==> src/rtl/sqrt_arbiter.sv <==
// Round-robin arbiter sharing one handshake-driven square-root unit among N_REQ requesters.
// A wait-phase timeout answers the requester with a quiet NaN and an error flag.
module sqrt_arbiter #(
    parameter int N_REQ   = 4,
    parameter int TIMEOUT = 255
) (
    input  logic                 clk,
    input  logic                 reset,
    input  logic [N_REQ-1:0]     req,
    input  logic [32*N_REQ-1:0]  arg_bus,
    output logic [N_REQ-1:0]     resp_valid,
    output logic                 resp_err,
    output logic [31:0]          result,
    output logic                 unit_start,
    output logic [31:0]          unit_arg,
    input  logic [31:0]          unit_result,
    input  logic                 unit_done,
    output logic                 busy
);
    localparam int          IW          = (N_REQ > 1) ? $clog2(N_REQ) : 1;
    localparam logic [IW:0] N_W         = (IW+1)'(N_REQ);
    localparam logic [15:0] TIMEOUT_CNT = 16'(TIMEOUT);
    localparam logic [31:0] QNAN        = 32'h7FC0_0000;

    typedef enum logic [2:0] {IDLE, ISSUE, WAIT_ACK, WAIT_DONE, RESPOND} state_t;

    state_t        state_q, state_d;
    logic [IW-1:0] ptr_q, ptr_d, idx_q, idx_d;
    logic [15:0]   cnt_q, cnt_d;
    logic [31:0]   arg_q, arg_d, result_q, result_d;
    logic          err_q, err_d;

    logic [31:0]          arg_arr [N_REQ];
    logic [2*N_REQ-1:0]   req_dbl;
    logic [N_REQ-1:0]     req_rot;
    logic                 grant_found;
    logic [IW-1:0]        grant_off, grant_idx;
    logic [IW:0]          grant_sum, grant_wrap, ptr_inc;

    genvar gi;
    generate
        for (gi = 0; gi < N_REQ; gi++) begin : g_req
            assign arg_arr[gi]    = arg_bus[32*gi +: 32];
            assign resp_valid[gi] = (state_q == RESPOND) && (idx_q == IW'(gi));
        end
    endgenerate

    // Rotate requests so bit 0 is the requester at ptr; lowest set bit then wins.
    assign req_dbl = {req, req} >> ptr_q;
    assign req_rot = req_dbl[N_REQ-1:0];

    always_comb begin
        grant_found = 1'b0;
        grant_off   = '0;
        for (int k = N_REQ - 1; k >= 0; k--) begin
            if (req_rot[k]) begin
                grant_found = 1'b1;
                grant_off   = IW'(k);
            end
        end
    end

    assign grant_sum  = {1'b0, ptr_q} + {1'b0, grant_off};
    assign grant_wrap = grant_sum - N_W;
    assign grant_idx  = (grant_sum >= N_W) ? grant_wrap[IW-1:0] : grant_sum[IW-1:0];
    assign ptr_inc    = {1'b0, idx_q} + (IW+1)'(1);

    always_comb begin
        state_d  = state_q;
        ptr_d    = ptr_q;
        idx_d    = idx_q;
        cnt_d    = cnt_q;
        arg_d    = arg_q;
        result_d = result_q;
        err_d    = err_q;
        case (state_q)
            IDLE: begin
                if (grant_found && unit_done) begin
                    idx_d   = grant_idx;
                    arg_d   = arg_arr[grant_idx];
                    state_d = ISSUE;
                end
            end
            ISSUE: begin
                cnt_d   = '0;
                state_d = WAIT_ACK;
            end
            WAIT_ACK: begin
                if (!unit_done) begin
                    cnt_d   = '0;
                    state_d = WAIT_DONE;
                end else if (cnt_q == TIMEOUT_CNT) begin
                    result_d = QNAN;
                    err_d    = 1'b1;
                    state_d  = RESPOND;
                end else begin
                    cnt_d = cnt_q + 16'd1;
                end
            end
            WAIT_DONE: begin
                if (unit_done) begin
                    result_d = unit_result;
                    err_d    = 1'b0;
                    state_d  = RESPOND;
                end else if (cnt_q == TIMEOUT_CNT) begin
                    result_d = QNAN;
                    err_d    = 1'b1;
                    state_d  = RESPOND;
                end else begin
                    cnt_d = cnt_q + 16'd1;
                end
            end
            RESPOND: begin
                ptr_d   = (ptr_inc >= N_W) ? '0 : ptr_inc[IW-1:0];
                state_d = IDLE;
            end
            default: state_d = IDLE;
        endcase
    end

    always_ff @(posedge clk) begin
        if (reset) begin
            state_q  <= IDLE;
            ptr_q    <= '0;
            idx_q    <= '0;
            cnt_q    <= '0;
            arg_q    <= '0;
            result_q <= '0;
            err_q    <= 1'b0;
        end else begin
            state_q  <= state_d;
            ptr_q    <= ptr_d;
            idx_q    <= idx_d;
            cnt_q    <= cnt_d;
            arg_q    <= arg_d;
            result_q <= result_d;
            err_q    <= err_d;
        end
    end

    assign unit_start = (state_q == ISSUE);
    assign busy       = (state_q != IDLE);
    assign resp_err   = (state_q == RESPOND) && err_q;
    assign result     = result_q;
    assign unit_arg   = arg_q;
endmodule

==> config.mk <==
export PLATFORM = sky130hd
export DESIGN_NAME = sqrt_arbiter
export DESIGN_NICKNAME = d
export VERILOG_FILES = /design/src/rtl/sqrt_arbiter.sv
export SDC_FILE = /design/constraint.sdc
export NUM_CORES = 1
export LEC_CHECK = 0
export BUFFER_PORTS_ARGS = -buffer_cell sky130_fd_sc_hd__clkbuf_2
export CORE_ASPECT_RATIO = 1.2
export CORE_MARGIN = 5
export CORE_UTILIZATION = 42
export CTS_CLUSTER_SIZE = 24
export DETAILED_ROUTE_END_ITERATION = 6
export PLACE_DENSITY = 0.85
export SLEW_MARGIN = 20
export SYNTH_ARGS = -nofsm -noshare
export SYNTH_HDL_FRONTEND = slang
export SYNTH_SLANG_ARGS = --single-unit
==> constraint.sdc <==
create_clock -name clk -period 6.5 [get_ports clk]
set_input_delay 1.3 -clock clk [delete_from_list [all_inputs] [get_ports clk]]
set_output_delay 1.3 -clock clk [all_outputs]
set_load 0.02 [all_outputs]
==> results.cfg, run 1 <==
[run_status]
outcome = complete, no violations

[sta]
fmax_mhz = 273
rsz0062_at_grt = no
maxSlewHeadroom_pct = 28.6
slew_violations = 0
hold_viol_final = 0
setup_viol = 0
hold_slack_ns = 0.475
setup_tns_ns = 0
tightest_slew_ns = 1.07
period_share_pct = 56.4
finClkSkew_ns = 0.00727
post-route-min-period_ns = 3.66

[cts]
clk_pin_slew_ns = 0.07
post_cts_resized = 0
cts_sinks = 88
cts.hold.buffers_added = 0
htreeDepth = 3
clock_path_buffers = 2
cts_made_buffers = 9
cts_setup_buffers = 0
clk-insertion-delay-late_ns = 0.33
cts_tree = done
cts_root_buffer = clkbuf_16

[finish]
fin_util_pct = 56.4
syn2layout_area_growth_pct = 32.3
drive_above_1_share_pct = 35.8
postLayoutCellArea_sq_um = 6460
fillers = 1049
layout.nets = 936
antenna_cells = 0

[global_route]
grt_usage_pct = 18.9
first_global_vias = 4741
antenna_found_initial = 0
grt_first_pass_wirelength_mm = 21.6
grt_max_degree = 63
overflow = 0

[die]
die_w_um = 108
start_util_pct = 42.6
die_area_sq_um = 13900
core_sq_um = 11500
die_y_um = 128
rows = 43
io_pins = 238

[worst_setup_path]
crit_family = adder cells
endpoint_kind = flip-flop
reg2reg_slack_ns = 3.38
rr_worst_depth = 9
max_stage_delay_ns = 0.92
cp_data_arrival_time_ns = 3.89
required_ns = 6.72
startpoint_type = primary input
cp_max_fo = 60
cp_num_buf_inv = 2
critical_path_class = primary input to flip-flop
slowest_stage = ha_4
timing.rr.start = ptr_q[0]
worstPathCellList = clkbuf_2 -> and3b_1 -> o21ai_0 -> o2111ai_1 -> ha_4 -> buf_4 -> mux2i_1 -> o22ai_1 -> a211oi_1 -> nor2_1
rr_endpoint = unit_arg[3]

[yosys]
async_reset_ff_share_pct = 0
synth.cell_area_sq_um = 4880
avgSynthCellArea_sq_um = 8.77
syn-num-nets = 730
syn_inst = 557
ys.flop_type = dfxtp_1
ys_warn_count = 0
synth_edf_count = 0
ys_seq_area_share_pct = 36.1
synthDistinctLibCells = 51
ys_ff_latch = 88

[detailed_routing]
via_count = 5031
final_antenna_net_count = 0
drt_iter0_drc = 197
post_drt_via_cell_ratio = 5.44
first_pass_iters = 5
wl_per_cell_um = 15.1
wl_mm = 14.0
remaining_drc_errors = 0

[placement]
place_area_sq_um = 6130
portBuffers = 237
dp_hpwl_mm = 10.6
routabilityCongestion = 0.783

[power]
vdd_drop_max_mv = 0.120
leakagePower_nw = 2.95
p_total_mw = 1.54
power_density_nw_per_um2 = 239

[worst_hold_path]
hold_path_depth = 1
hold_end = result[0]
min_from = result[0]
hold_path.class = flip-flop to flip-flop

[run]
drv_cap = 0
[sequential cells by signal, summed over array words and instances (netlist names)]
| signal | count |
|---|---|
| err_q | 1 |
| state_q | 3 |
| ptr_q | 2 |
| idx_q | 2 |
| cnt_q | 16 |
| result | 32 |
| unit_arg | 32 |
[layout make-up]
cell class	instances	area (sq um)	area share, %
tap	157	196	3.04
multi-input combinational	417	2940	45.5
clock buffer	10	229	3.55
clock inverter	6	92.6	1.43
timing repair buffer	242	1220	18.9
sequential	88	1760	27.3
inverter	5	18.8	0.291
[per-layer routing]
layer,up-vias,share of wire (%),track usage (%)
met2,190,48,32.3
met5,-,0,0
met3,18,9.8,6.30
met4,0,1.8,6.32
met1,2289,41,21.9
li1,2534,-,-
[power breakdown]
part	switching (mW)	internal [mW]
combinational	0.216	0.153
sequential	0.0352	0.580
clock	0.219	0.339
[kinds of logic after synthesis]
kind of cell | Yosys count | synth area share (%)
adders and majority gates | 6 | 1.54
muxes | 66 | 13.6
AOI/OAI and AO/OA | 175 | 25.6
DFF | 88 | 36.1
and+or+nand+nor | 153 | 15.4
buffers and inverters | 52 | 4.69
xor gates and xnor gates | 17 | 3.05
[worst reg2reg max path, cell delays in order (launching register included)]
cell       delay, ns
dfxtp_1         0.62
nor3b_1         0.10
o21ai_0         0.19
o2111ai_1       0.20
ha_4            0.92
buf_4           0.32
mux2i_1         0.26
o22ai_1         0.12
a211oi_1        0.22
nor2_1          0.07
[layout by cell type, fill, tap and decap left out, types with 3 or more instances in the layout]
cell and n:
clkbuf_2 237, dfxtp_1 88, nor2_1 79, mux2i_1 64, a211oi_1 63, o22ai_1 62
a22o_1 23, nand2_1 16, nor3_1 14, xor2_1 14, clkbuf_16 9, and3_1 8
o21ai_0 7, nand4_1 6, a21oi_1 6, inv_1 5, nand3_1 5, ha_1 5
buf_4 5, xnor2_1 3
[how the worst max path moves through the flow]
stage	cells after the start	to	startpoint	slack, ns
after global placement	9	unit_arg[16]	req[2]	2.47
after global routing	10	unit_arg[3]	req[3]	2.57
after floorplan	10	unit_arg[10]	req[2]	2.75
after CTS	9	unit_arg[28]	req[2]	2.70
after detailed placement	9	unit_arg[28]	req[2]	2.34
final	10	unit_arg[3]	req[3]	2.84
[cell usage after synthesis, types with 3 or more instances]
| library cell | instances | share of area (%) |
|---|---|---|
| buf_2 | 15 | 1.5 |
| mux2i_1 | 64 | 13 |
| nor2_1 | 80 | 6.1 |
| a22o_1 | 23 | 4.1 |
| nor3_1 | 14 | 1.4 |
| xnor2_1 | 3 | 0.54 |
| o21ai_0 | 8 | 0.82 |
| dfxtp_1 | 88 | 36 |
| a21oi_1 | 6 | 0.61 |
| inv_1 | 5 | 0.38 |
| clkbuf_1 | 29 | 2.2 |
| ha_1 | 6 | 1.5 |
| a211oi_1 | 63 | 9.7 |
| xor2_1 | 14 | 2.5 |
| nand2_1 | 17 | 1.3 |
| nand4_1 | 6 | 0.77 |
| nand3_1 | 5 | 0.51 |
| and3_1 | 8 | 1.0 |
| o22ai_1 | 62 | 7.9 |
| nand2b_1 | 3 | 0.38 |
[metrics by stage]
step / instances / worst slack [ns]
2_1_floorplan: 557 / 2.75
3_3_place_gp: 909 / 2.47
3_5_place_dp: 909 / 2.34
6_report: 925 / 2.84
5_1_grt: 925 / 2.57
4_1_cts: 925 / 2.70
(Power assumes the default switching activity.)
==> run 2: changes to the inputs <==
Settings changed: PLACE_DENSITY 0.85 to 0.88.
Clock period 6.5 ns to 3.35 ns, I/O delays scaled along.
==> run 2 against run 1 <==
  * Die area is the same
  * Power grew 91%
  * Clock skew grew 0.0027 ns
  * Hold slack gained 0.0021 ns
  * Highest routed layer unchanged
==> results.cfg, run 2 (same netlist as run 1, synthesis figures left out) <==
[run_status]
outcome = complete, no violations

[finish]
drive_above_1_share_pct = 36.5
layout_common_cells = 237 x clkbuf_2, 88 x dfxtp_1, 79 x nor2_1
fillers = 1039
multiInputGateArea_sq_um = 2930
layout.area.seq_sq_um = 1760
layout.nets = 946
syn2layout_area_growth_pct = 33.9
final_common_cell = clkbuf_2
antenna_cells = 0

[global_route]
grt_max_degree = 63
grt_first_pass_wirelength_mm = 22.8
antenna_found_initial = 0
overflow = 0
grt_usage_pct = 20.2
first_global_vias = 4782

[cts]
cts_root_buffer = clkbuf_16
cts.hold.buffers_added = 0
cts_setup_buffers = 0
clock_path_buffers = 2
cts_made_buffers = 9
cts_tree = done
htreeDepth = 3
clk-insertion-delay-late_ns = 0.33
cts_sinks = 88
post_cts_resized = 0
clk_pin_slew_ns = 0.07

[worst_hold_path]
hold_path.class = flip-flop to flip-flop

[detailed_routing]
remaining_drc_errors = 0
post_drt_via_cell_ratio = 5.49
wl_mm = 14.8
final_antenna_net_count = 0
via_count = 5132
first_pass_iters = 6
wl_per_cell_um = 15.8
drt_iter0_drc = 231

[power]
pwr-share-clk_pct = 34.1
swShare_pct = 31.3
power.switching_uw = 923
power_density_nw_per_um2 = 451
seqPwrFrac_pct = 40.5
p_int_mw = 2.02
combPwrFrac_pct = 25.5
vdd_drop_max_mv = 0.348
leakagePower_nw = 3.00

[placement]
portBuffers = 237
routabilityCongestion = 0.840
dp_hpwl_mm = 11.3

[sta]
setup_tns_ns = 0
post-route-min-period_ns = 2.71
hold_slack_ns = 0.477
slew_violations = 0
period_share_pct = 81.0
setup_viol = 0
fmax_mhz = 369
finClkSkew_ns = 0.00994
maxSlewHeadroom_pct = 59.1
rsz0062_at_grt = no
hold_viol_final = 0
tightest_slew_ns = 0.613

[die]
die_y_um = 128
start_util_pct = 42.6
io_pins = 238
core_sq_um = 11500
die_area_sq_um = 13900
rows = 43
die_w_um = 108

[worst_setup_path]
startpoint_type = flip-flop
cp_max_fo = 28
endpoint_kind = flip-flop
cp_data_arrival_time_ns = 2.93
required_ns = 3.57
critical_path_class = flip-flop to flip-flop

[run]
drv_cap = 0
==> run 2: path summary, 6_finish.rpt <==
kind	from	slack (ns)	to	depth (start not counted)
min reg2reg	result[10]	0.48	result[10]	1
max reg2reg	ptr_q[0]	0.64	unit_arg[16]	9
max	ptr_q[0]	0.64	unit_arg[16]	9
min	result[10]	0.48	result[10]	1
==> run 2: metrics by stage <==
stage	total power, mW	utilization [%]	std cells	worst slack (ns)	area [sq um]
finish	2.95	57.1	935	0.638	6540
global placement	1.95	54.5	919	0.410	6240
floorplan	1.68	-	557	0.231	4880
detailed placement	1.97	54.5	919	0.383	6240
CTS	2.98	57.1	935	0.626	6540
global route	3.10	57.1	935	0.386	6540
==> run 2: power by group through the flow <==
| stage | Clock, mW | Sequential [mW] | Combinational [mW] |
|---|---|---|---|
| finish | 1.00 | 1.19 | 0.750 |
| global route | 1.08 | 1.20 | 0.820 |
| CTS | 1.03 | 1.19 | 0.755 |
| detailed placement | 0 | 1.21 | 0.752 |
| global placement | 0 | 1.21 | 0.738 |
| floorplan | 0 | 1.28 | 0.395 |
==> run 2: metal layers <==
metal | global-route usage (%) | up-vias | share of wire, %
met5 | 0 | - | 0
met4 | 6.91 | 0 | 1.5
met3 | 5.04 | 18 | 8.9
met2 | 34.0 | 199 | 48
met1 | 24.9 | 2365 | 41
li1 | - | 2550 | -
==> run 2: worst max-delay path, stage by stage (launching register included) <==
cell	delay, ns
dfxtp_1	0.61
nor3b_1	0.11
o21ai_0	0.18
o2111ai_1	0.19
ha_4	0.50
buf_12	0.26
mux2i_1	0.29
o22ai_1	0.13
a211oi_1	0.23
nor2_1	0.07
==> run 2: final cells by class <==
class	instances	share of cell area (%)
inverters	5	0.287
clock buffers	10	3.50
repair buffers	252	20.4
flip-flops and latches	88	26.9
multi-input cells	417	44.8
well taps	157	3.00
clock inverters	6	1.05
